--- src/rtl/sequential_to_simultaneous_reg.sv ---
// Serial-in, parallel-out symbol collector: gathers SHIFT_LEN symbols, one per
// CLK_DISTANCE qualified strobes, and presents them as one word with a valid pulse.
module sequential_to_simultaneous_reg #(
   parameter int DIRECTION    = 1,
   parameter int SHIFT_LEN    = 1,
   parameter int BIT_WIDTH    = 2,
   parameter int CLK_DISTANCE = 1
) (
   input  logic                           clk,
   input  logic                           in_ctr_Srst,
   input  logic                           in_ctr_init,
   input  logic                           in_ctr_en,
   input  logic                           in_ctr_sft_en,
   input  logic [BIT_WIDTH-1:0]           in,
   output logic [BIT_WIDTH*SHIFT_LEN-1:0] out,
   output logic                           out_valid,
   output logic                           out_busy
);

   generate
      if (SHIFT_LEN <= 0) begin : g_empty
         $warning("sequential_to_simultaneous_reg: SHIFT_LEN must be >= 1, outputs tied to 0");
         assign out       = '0;
         assign out_valid = 1'b0;
         assign out_busy  = 1'b0;
      end else begin : g_core
         localparam int DIST   = (CLK_DISTANCE < 1) ? 1 : CLK_DISTANCE;
         localparam int DCNT_W = (DIST > 1) ? $clog2(DIST) : 1;
         localparam int SCNT_W = (SHIFT_LEN > 1) ? $clog2(SHIFT_LEN) : 1;
         localparam int WORD_W = BIT_WIDTH * SHIFT_LEN;
         localparam logic [DCNT_W-1:0] DCNT_LAST = DCNT_W'(DIST - 1);
         localparam logic [SCNT_W-1:0] SCNT_LAST = SCNT_W'(SHIFT_LEN - 1);

         logic [DCNT_W-1:0] dcnt_q, dcnt_d;
         logic [SCNT_W-1:0] scnt_q, scnt_d;
         logic [WORD_W-1:0] stage_q, stage_d;
         logic [WORD_W-1:0] out_q, out_d;
         logic              valid_q, valid_d;
         logic              busy_q;
         logic              strobe;
         logic              sample;
         logic [SCNT_W-1:0] slot;
         logic [WORD_W-1:0] merged;

         always_comb begin
            strobe = in_ctr_en & in_ctr_sft_en & ~in_ctr_init;
            sample = strobe & (dcnt_q == DCNT_LAST);
            slot   = (DIRECTION > 0) ? scnt_q : (SCNT_LAST - scnt_q);

            // Staging with the current symbol dropped into its slot; on the
            // final symbol this is the completed word.
            merged = stage_q;
            for (int k = 0; k < SHIFT_LEN; k++) begin
               if (slot == SCNT_W'(k)) begin
                  merged[k*BIT_WIDTH +: BIT_WIDTH] = in;
               end
            end

            dcnt_d  = dcnt_q;
            scnt_d  = scnt_q;
            stage_d = stage_q;
            out_d   = out_q;
            valid_d = 1'b0;

            if (in_ctr_en) begin
               if (in_ctr_init) begin
                  dcnt_d  = '0;
                  scnt_d  = '0;
                  stage_d = '0;
               end else if (sample) begin
                  dcnt_d = '0;
                  if (scnt_q == SCNT_LAST) begin
                     out_d   = merged;
                     valid_d = 1'b1;
                     scnt_d  = '0;
                     stage_d = '0;
                  end else begin
                     stage_d = merged;
                     scnt_d  = scnt_q + 1'b1;
                  end
               end else if (strobe) begin
                  dcnt_d = dcnt_q + 1'b1;
               end
            end
         end

         always_ff @(posedge clk) begin
            if (in_ctr_Srst) begin
               dcnt_q  <= '0;
               scnt_q  <= '0;
               stage_q <= '0;
               out_q   <= '0;
               valid_q <= 1'b0;
               busy_q  <= 1'b0;
            end else begin
               dcnt_q  <= dcnt_d;
               scnt_q  <= scnt_d;
               stage_q <= stage_d;
               out_q   <= out_d;
               valid_q <= valid_d;
               busy_q  <= (scnt_d != '0);
            end
         end

         assign out       = out_q;
         assign out_valid = valid_q;
         assign out_busy  = busy_q;
      end
   endgenerate

endmodule

--- config.mk ---
export PLATFORM = sky130hd
export DESIGN_NAME = sequential_to_simultaneous_reg
export DESIGN_NICKNAME = d
export VERILOG_FILES = /design/src/rtl/sequential_to_simultaneous_reg.sv
export SDC_FILE = /design/constraint.sdc
export NUM_CORES = 1
export LEC_CHECK = 0
export BUFFER_PORTS_ARGS = -buffer_cell sky130_fd_sc_hd__buf_2
export CORE_AREA = 10 10 47 49
export CTS_CLUSTER_SIZE = 24
export DETAILED_ROUTE_END_ITERATION = 10
export DIE_AREA = 0 0 57 59
export PLACE_DENSITY = 0.36
export SLEW_MARGIN = 20
export SYNTH_ARGS = -nofsm -noshare
export SYNTH_HDL_FRONTEND = slang
export SYNTH_SLANG_ARGS = --single-unit
--- constraint.sdc ---
create_clock -name clk -period 0.8 [get_ports clk]
set_input_delay 0.2 -clock clk [delete_from_list [all_inputs] [get_ports clk]]
set_output_delay 0.2 -clock clk [all_outputs]
set_load 0.02 [all_outputs]
After elaboration in Yosys (flattened, before gate mapping)

Cells that the tools add are included.

Add/sub/neg operators: 2
Multiplexer cells: 11
Bitwise operators: 8
Reductions and logical operators: 6

Operator list:

| cell                | number |
|---|---|
| $mux 2              | 4 |
| $mux 1              | 7 |
| $not 1->1           | 5 |
| $reduce_and 2->1    | 2 |
| $reduce_and 4->1    | 1 |
| $reduce_or 4->1     | 1 |
| $and 1x1->1         | 3 |
| $reduce_bool 3->1   | 1 |
| $add 1x1->1 const B | 2 |
| $reduce_bool 2->1   | 1 |

Flip-flop bits (word level): 7
Input port bits: 7
Output and inout port bits: 4
Logic and storage cells: 32

Depth between registers and ports, before layout

Gate-level depths: netlist of the first run.

Depth after elaboration: 5
Gate-level depth with buffers: 2
Depth with buffers taken out: 2

Least setup slack after synthesis of the first run

No wires, ideal clock.

Kind: reg2reg
Start: register g_core.dcnt_q
End: register g_core.out_q[0] (netlist: out[0])
Library setup time: 72 ps
Arrival time: 741 ps
Required time: 728 ps
Slack: -12 ps
Cell stages (with the launch flop): 3
Path buffers: 0
Clock period less this slack: 812 ps
Path through: dfxtp_1 > and4bb_4 > mux2i_1

Longest elaborated chain between the ends: 3

Ends and longest elaborated chain:

| element                    | line | text |
|---|---|---|
| from (decl)                | 34   | `logic [DCNT_W-1:0] dcnt_q, dcnt_d;` |
| from (signal assigned)     | 96   | `dcnt_q <= dcnt_d;` |
| $not 1->1                  | 47   | `sample = strobe & (dcnt_q == DCNT_LAST);` |
| $and 1x1->1                | 47   |  |
| $reduce_and 4->1 (no line) | --   |  |
| to (signal assigned)       | 99   | `out_q <= out_d;` |
| to (decl)                  | 37   | `logic [WORD_W-1:0] out_q, out_d;` |

No other way between the ends.
A chain may end at the register's enable or synchronous reset.

Worst setup path after layout of the first run

Start: register g_core.out_q[1] (netlist: out[1])
End: output out[1]

RTL lines:

| element   | line | text |
|---|---|---|
| to (decl) | 15   | `output logic [BIT_WIDTH*SHIFT_LEN-1:0] out,` |

No word-level cell between the ends.

==> results of run 1 <==
## per-stage QoR
step	hold slack, ps	power, mW	instance area [um^2]	setup slack [ps]
finish	226	0.515	292	-72.8
global route	237	0.551	292	-108
detailed placement	471	0.263	231	-125
floorplan	355	0.242	174	-12.4
global placement	457	0.260	231	-89.6
CTS	223	0.525	277	-82.7
## registers in the layout, summed over array words and instances (netlist names)
signal	flops
g_core.dcnt_q	1
out	2
out_valid	1
## path summary, 6_finish.rpt
check,slack (ps),end,startpoint,cells past startpoint
max,-70,out[1],out[1]$_SDFFE_PP0P_,1
min,230,out[0]$_SDFFE_PP0P_,in[0],3
max reg2reg,-70,out[1]$_SDFFE_PP0P_,g_core.dcnt_q$_SDFFE_PP0P_,2
min reg2reg,490,g_core.dcnt_q$_SDFFE_PP0P_,g_core.dcnt_q$_SDFFE_PP0P_,1
## logic make-up (layout without fill, tap and decap cells)
kind of cell,count (synthesis),after routing,share of synthesized area
flops,4,4,0.460
buf+inv,1,14,0.0432
compound gates,1,1,0.0287
other cells,1,1,0.0216
mux,2,2,0.115
simple gates,7,7,0.331
## layout make-up
class / instances / area share
well taps: 16 / 0.0687
multi-input cells: 11 / 0.296
repair buffers: 11 / 0.270
flip-flops and latches: 4 / 0.288
clock buffers: 3 / 0.0773
## power by group through the flow
stage / logic (mW) / registers [mW] / clock network [mW]
floorplan: 0.0250 / 0.217 / 0
global route: 0.0671 / 0.210 / 0.274
finish: 0.0623 / 0.210 / 0.243
detailed placement: 0.0527 / 0.210 / 0
global placement: 0.0500 / 0.210 / 0
CTS: 0.0584 / 0.210 / 0.257
## routing by layer
metal  GRT usage  routed length [um]  up-vias
li1            -                   -       78
met1      0.0284                 215       65
met2      0.0233                 132       13
met3      0.0494                  99        0
met4      0.0101                   0        0
met5           0                   0        -
## cell usage in the layout, fill, tap and decap left out
master	Yosys	routed
o21ai_0	1	1
clkbuf_4	0	3
dfxtp_1	4	1
and4bb_4	1	1
buf_2	0	6
and2b_1	1	1
nand2b_1	4	4
dfxtp_2	0	3
mux2i_1	2	2
buf_4	1	2
and3b_1	1	1
buf_6	0	3
conb_1	1	1
## repair_timing
action | in CTS | in global routing
endpoints found under the hold margin | 0 | 0
endpoints found under the setup margin | 5 | 6
setup buffers | 0 | 2
gates resized for setup | 9 | 0
==> summary.md, run 1 <==
| Metric | Value |
|---|---|
| CP Launch Type | `register` |
| Synth top cells by count | `dfxtp_1 (4), nand2b_1 (4), mux2i_1 (2)` |
| Number of fill cells in the layout | `154` |
| Layout cell share with drive strength beyond 1 | `0.621` |
| Share of the synthesized area in the top cell type | `0.460` |
| Area contributors post-synth | `dfxtp_1 (46%), nand2b_1 (14%), mux2i_1 (12%)` |
| Switching power total | `0.106 mW` |
| Clock buffer count from CTS | `3` |
| Grt total ovfl | `0` |
| Yosys warnings | `0` |
| H-tree Lvls | `1` |
| CTS tree | `yes` |
| # diodes | `0` |
| Min-delay worst type | `input port to register` |
| Sw Share | `0.205` |
| Clock Tree Root | `clkbuf_4` |
| Placed insts | `40` |
| Die area | `3360 um^2` |
| FMAX | `1150 MHz` |
| Status | `finished with violations` |
| Routed WL | `447 um` |
| Final Critical Period | `873 ps` |
| Internal power | `0.409 mW` |
| Die Width | `57 um` |
| Slowest cell on crit path | `dfxtp_2` |
| Drt pass-1 iters | `1` |
| Kind of end point of the critical path | `primary output` |
| CP arrival | `670 ps` |
| Sequential fraction of the synthesis area | `0.460` |
| Longest Clk Path Bufs | `2` |
| Failing checks | `setup timing` |
| Sinks on Clock Net | `4` |
| FP Rows | `14` |
| GP Congestion | `0.597` |
| Number of remaining DRC errors | `0` |
| I/O pin total | `11` |
| CP peak stage delay | `330 ps` |
| Clk pwr share | `0.472` |
| Avg Inst Size Synth | `10.9 um^2` |
| Die height | `59 um` |
| Post-synth EDFFs | `0` |
| VDD IR-drop max | `0.705 mV` |
| Post-synth net total | `23` |
| Crit Path Class | `register to primary output` |
| Fin Setup TNS | `-339 ps` |
| Logic pwr share | `0.121` |
| Final Hold Fails | `0` |
| Register area | `83.8 um^2` |
| Area Overhead vs Synth | `67.6%` |
| Final period util | `1.09` |
| Vias in the first global route | `159` |
| CP required | `600 ps` |
| Worst Path Buf+Inv | `1` |
| Final #Nets | `38` |
| Max-Cap Viols | `0` |
| CP Cell Sequence | `buf_6` |
| Setup WS post-layout | `-72.8 ps` |
| Antenna-violating nets left | `0` |
| Fin. max-slew vios | `0` |
| Finished Layout Cells | `45` |
| Worst skew pair latency | `230 ps` |
| Layout Utilization | `0.208` |
| Hold_buf cts | `0` |
| Total track usage | `0.0281` |
| Initial antenna violation count | `0` |
| Wire per inst | `9.93 um` |
| Core area | `1400 um^2` |
| Pwr/cell area | `1770 nW/um^2` |
| Via count | `156` |
| First-pass GRT wire length | `662 um` |
| Largest net degree at the start of global routing | `7` |
| # port buffers | `9` |
| Layout Skew | `0.910 ps` |
| Leakage | `0.136 nW` |
| Initial Utilization | `0.124` |
| #FFs+latches synth | `4` |
| Vias per inst | `3.47` |
| CP Max Fanout | `2` |
| Area leader, netlist | `dfxtp_1` |
| Asr flop ratio synth | `0` |
| Sequential share of power | `0.407` |
| # setup viols final | `5` |
| Cells after Synth | `16` |
| DRT iter0 DRCs | `0` |
| Clock transition at path regs | `30 ps` |
| RSZ-0062 raised after global routing | `yes` |
| Post-Syn Area | `174 um^2` |
| Yosys cell types | `9` |
| Top Family by Delay on Critical Path | `flip-flops` |
| Area of the multi-input gates | `86.3 um^2` |
| Top_reg_cell synth | `dfxtp_1` |
Note: power is estimated with default switching activity, not from simulation.
==> run 2, diff against run 1 <==
--- a/config.mk
+++ b/config.mk
@@ -7,6 +7,7 @@
 export LEC_CHECK = 0
 export BUFFER_PORTS_ARGS = -buffer_cell sky130_fd_sc_hd__buf_2
 export CORE_AREA = 10 10 47 49
+export CTS_BUF_LIST = sky130_fd_sc_hd__clkbuf_8
 export CTS_CLUSTER_SIZE = 24
 export DETAILED_ROUTE_END_ITERATION = 10
 export DIE_AREA = 0 0 57 59
==> run 2 against run 1 <==
The run still ends with setup timing left. Fmax down 0.33%. Non-clock buffer count unchanged. Sequential share of layout area down 1.7 points. Flip-flop and latch count unchanged.
==> summary.md, run 2 (synthesis gave the netlist of run 1 again) <==
| Metric | Value |
|---|---|
| Total track usage | `0.0289` |
| CP Cell Sequence | `and4bb_4 > mux2i_1` |
| Die height | `59 um` |
| Die Width | `57 um` |
| Fin. max-slew vios | `0` |
| Levels on crit path | `2` |
| GP Congestion | `0.597` |
| Initial antenna violation count | `0` |
| Final Cell Area | `310 um^2` |
| Most frequent cells in the layout | `buf_2 (6), nand2b_1 (4), clkbuf_8 (3), dfxtp_2 (3), buf_6 (3)` |
| FP Rows | `14` |
| R2r startpoint | `g_core.dcnt_q$_SDFFE_PP0P_` |
| Pwr/cell area | `2210 nW/um^2` |
| Area Overhead vs Synth | `78.4%` |
| Kind of end point of the critical path | `register` |
| Layout Utilization | `0.221` |
| CP Max Fanout | `3` |
| Fin Setup TNS | `-282 ps` |
| Top Family by Delay on Critical Path | `simple AND/OR/NAND/NOR gates` |
| Vias per inst | `3.51` |
| Min-delay worst type | `input port to register` |
| Design Power | `0.687 mW` |
| Core area | `1400 um^2` |
| Area of the multi-input gates | `86.3 um^2` |
| Antenna-violating nets left | `0` |
| Slowest cell on crit path | `and4bb_4` |
| Max-Cap Viols | `0` |
| Clock transition at path regs | `30 ps` |
| CP required | `930 ps` |
| Final #Nets | `38` |
| Placed Instance Area | `231 um^2` |
| Clock Tree Root | `clkbuf_8` |
| Reg2reg path depth | `2` |
| Routed WL | `459 um` |
| CP arrival | `1010 ps` |
| Crit Path Class | `register to register` |
| Initial Utilization | `0.124` |
| Status | `finished with violations` |
| Grt total ovfl | `0` |
| Hold_buf cts | `0` |
| Number of remaining DRC errors | `0` |
| VDD IR-drop max | `1.09 mV` |
| Register area | `83.8 um^2` |
| Leakage | `0.144 nW` |
| Setup WS post-layout | `-75.7 ps` |
| Worst setup startpoint | `g_core.dcnt_q$_SDFFE_PP0P_` |
| Worst skew pair latency | `210 ps` |
| FMAX | `1140 MHz` |
| First-pass GRT wire length | `690 um` |
| Die area | `3360 um^2` |
| # port buffers | `9` |
| CP peak stage delay | `320 ps` |
| Longest Clk Path Bufs | `2` |
| Worst Path Buf+Inv | `0` |
| Largest net degree at the start of global routing | `7` |
| Failing checks | `setup timing` |
| RSZ-0062 raised after global routing | `yes` |
| Max reg flops | `2` |
| Layout cell share with drive strength beyond 1 | `0.621` |
| I/O pin total | `11` |
| # diodes | `0` |
| CP Launch Type | `register` |
| Final Critical Period | `876 ps` |
| Clock buffer count from CTS | `3` |
| # setup viols final | `5` |
| Final period util | `1.09` |
| Layout Skew | `1.62 ps` |
| HP Start | `in[0]` |
| Hold Path Depth | `3` |
| Final Hold Fails | `0` |
| Drt pass-1 iters | `1` |
| H-tree Lvls | `1` |
| Via count | `158` |
| Wire per inst | `10.2 um` |
| Worst hold margin | `245 ps` |
| Number of fill cells in the layout | `156` |
| CTS tree | `yes` |
| Commonest non-fill, non-tap cell in the layout | `buf_2` |
| Sinks on Clock Net | `4` |
| Vias in the first global route | `163` |
| DRT iter0 DRCs | `0` |
## run 2: cell types whose count changed in the layout (fill, tap and decap cells not counted)
cell / change
clkbuf_8: +3
clkbuf_4: -3
## run 2: through the flow
stage	instances	setup WS, ps
floorplan	16	-12.4
global placement	40	-89.6
detailed placement	40	-125
CTS	43	-80.7
global route	45	-103
finish	45	-75.7
## run 2: path summary, 6_finish.rpt
| path | end | slack, ps |
|---|---|---|
| worst min-delay path | out[0]$_SDFFE_PP0P_ | 240 |
| worst max-delay path | out[1]$_SDFFE_PP0P_ | -80 |
| worst min register to register | g_core.dcnt_q$_SDFFE_PP0P_ | 490 |
| worst max register to register | out[1]$_SDFFE_PP0P_ | -80 |
## run 2: cell type report
class | count | area share
multi-input cells | 11 | 0.278
flip-flops and latches | 4 | 0.270
repair buffers | 11 | 0.254
clock buffers | 3 | 0.133
well taps | 16 | 0.0645
## run 2: repair_timing
item | 4_1_cts | 5_1_grt
setup buffers | 0 | 2
setup endpoints to repair | 5 | 6
gates resized for setup | 9 | 0
cloned | 0 | 0
## run 2: worst reg2reg max path: cells and delay by family (launching register included)
kind	cells	cell delay [ps]
flops	1	290
simple gates	1	320
mux	1	180
## run 2: routing by layer
layer	wire length (um)	share of wire	global-route usage	up-vias
met1	223	0.49	0.0284	68
met2	144	0.31	0.0264	12
met3	90	0.20	0.0494	0
met5	0	0	0	-
li1	-	-	-	78
met4	0	0	0.0101	0
## run 2: where the power goes
part	switching (mW)	internal (mW)	leakage, nW	total, mW
registers	0.00304	0.207	0.0338	0.210
logic	0.0267	0.0356	0.0884	0.0623
clock network	0.0948	0.320	0.0216	0.415
==> run 3, diff against run 2 <==
--- a/config.mk
+++ b/config.mk
@@ -11,7 +11,7 @@
 export CTS_CLUSTER_SIZE = 24
 export DETAILED_ROUTE_END_ITERATION = 10
 export DIE_AREA = 0 0 57 59
-export PLACE_DENSITY = 0.36
+export PLACE_DENSITY = 0.38
 export SLEW_MARGIN = 20
 export SYNTH_ARGS = -nofsm -noshare
 export SYNTH_HDL_FRONTEND = slang
==> run 3 against run 2 <==
The flow still finishes with violations (setup timing). Non-clock buffer count shrank 1. Combinational power shrank 4.0%. Worst setup slack lost 3.1 ps.
==> summary.md, run 3 (synthesis gave the netlist of run 1 again) <==
| Metric | Value |
|---|---|
| Vias in the first global route | `161` |
| R2R setup slack | `-80 ps` |
| Hold Path Sink | `out[0]$_SDFFE_PP0P_` |
| Sinks on Clock Net | `4` |
| VDD IR-drop max | `1.07 mV` |
| Most frequent cells in the layout | `buf_2 (6), nand2b_1 (4), clkbuf_8 (3), dfxtp_2 (3), buf_6 (3)` |
| Vias per inst | `3.48` |
| Clock buffer count from CTS | `3` |
| Setup WS post-layout | `-78.7 ps` |
| Pwr/cell area | `2260 nW/um^2` |
| Core area | `1400 um^2` |
| CP required | `940 ps` |
| Longest Clk Path Bufs | `2` |
| FMAX | `1140 MHz` |
| # port buffers | `9` |
| # setup viols final | `5` |
| Min-delay worst type | `input port to register` |
| Initial antenna violation count | `0` |
| Wire per inst | `10.6 um` |
| Worst skew pair latency | `210 ps` |
| Layout Skew | `0.0401 ps` |
| DRT iter0 DRCs | `1` |
| Clock Tree Root | `clkbuf_8` |
| CP arrival | `1020 ps` |
| FP Rows | `14` |
| Layout cell share with drive strength beyond 1 | `0.607` |
| Number of remaining DRC errors | `0` |
| Status | `finished with violations` |
| HP Start | `in[0]` |
| Drt pass-1 iters | `2` |
| GP Congestion | `0.614` |
| Max reg flops | `2` |
| Die height | `59 um` |
| Kind of end point of the critical path | `register` |
| Commonest non-fill, non-tap cell in the layout | `buf_2` |
| Worst hold margin | `243 ps` |
| Die Width | `57 um` |
| Antenna-violating nets left | `0` |
| Leakage | `0.138 nW` |
| R2r startpoint | `g_core.dcnt_q$_SDFFE_PP0P_` |
| Area Overhead vs Synth | `74.1%` |
| Reg2reg end | `out[1]$_SDFFE_PP0P_` |
| Fin. max-slew vios | `0` |
| Via count | `153` |
| H-tree Lvls | `1` |
| Failing checks | `setup timing` |
| First-pass GRT wire length | `765 um` |
| Total track usage | `0.0333` |
| Max-Cap Viols | `0` |
| Clock transition at path regs | `30 ps` |
| Reg2reg path depth | `2` |
| Routed WL | `466 um` |
| Final Critical Period | `879 ps` |
| Final Hold Fails | `0` |
| Hold_buf cts | `0` |
| Design Power | `0.685 mW` |
| RSZ-0062 raised after global routing | `yes` |
| Placed insts | `40` |
| # diodes | `0` |
| Pre-CTS setup slack | `-116 ps` |
| Finished Layout Cells | `44` |
| Crit Path Class | `register to register` |
| Die area | `3360 um^2` |
| CP Launch Type | `register` |
| Initial Utilization | `0.124` |
| I/O pin total | `11` |
| CP Max Fanout | `3` |
| Final #Nets | `37` |
| Final period util | `1.10` |
| Layout Utilization | `0.216` |
| CTS tree | `yes` |
| Grt total ovfl | `0` |
| Largest net degree at the start of global routing | `7` |
| Hold Path Depth | `3` |
[run 3: report_power, final]
group	internal (mW)	switching, mW
logic	0.0337	0.0261
registers	0.206	0.00334
clock network	0.320	0.0957
[run 3: through the flow]
step | TNS (ps) | area, um^2
floorplan | -24.8 | 174
global placement | -207 | 231
detailed placement | -250 | 231
CTS | -340 | 294
global route | -524 | 303
finish | -316 | 303
[run 3: worst max-delay path by stage]
| stage | cells past startpoint | slack (ps) | start | endpoint |
|---|---|---|---|---|
| after global placement | 3 | -100 | in_ctr_init | out[1]$_SDFFE_PP0P_ |
| final | 2 | -80 | g_core.dcnt_q$_SDFFE_PP0P_ | out[1]$_SDFFE_PP0P_ |
| after floorplan | 2 | -10 | g_core.dcnt_q$_SDFFE_PP0P_ | out[0]$_SDFFE_PP0P_ |
| after CTS | 2 | -80 | g_core.dcnt_q$_SDFFE_PP0P_ | out[1]$_SDFFE_PP0P_ |
| after detailed placement | 3 | -120 | in_ctr_init | out[0]$_SDFFE_PP0P_ |
| after global routing | 2 | -140 | g_core.dcnt_q$_SDFFE_PP0P_ | out[1]$_SDFFE_PP0P_ |
[run 3: layout make-up]
type,count,area [um^2]
Fill cell,154,1100
Multi-Input combinational cell,11,86.3
Sequential cell,4,83.8
Timing Repair Buffer,10,71.3
Clock buffer,3,41.3
Tap cell,16,20.0
[run 3: critical path, stage by stage, from the launching register on]
cell	delay (ps)
dfxtp_2	300
and4bb_4	310
mux2i_1	190
[run 3: layer usage]
metal  track usage  routed length (um)
met1        0.0344                 232
met4        0.0201                   4
met2        0.0279                 137
met3        0.0515                  92
met5             0                   0
[run 3: what timing repair did]
item                                    in CTS  in global routing
buffers inserted                             0                  1
endpoints found under the setup margin       5                  6
resized for setup                            8                  1
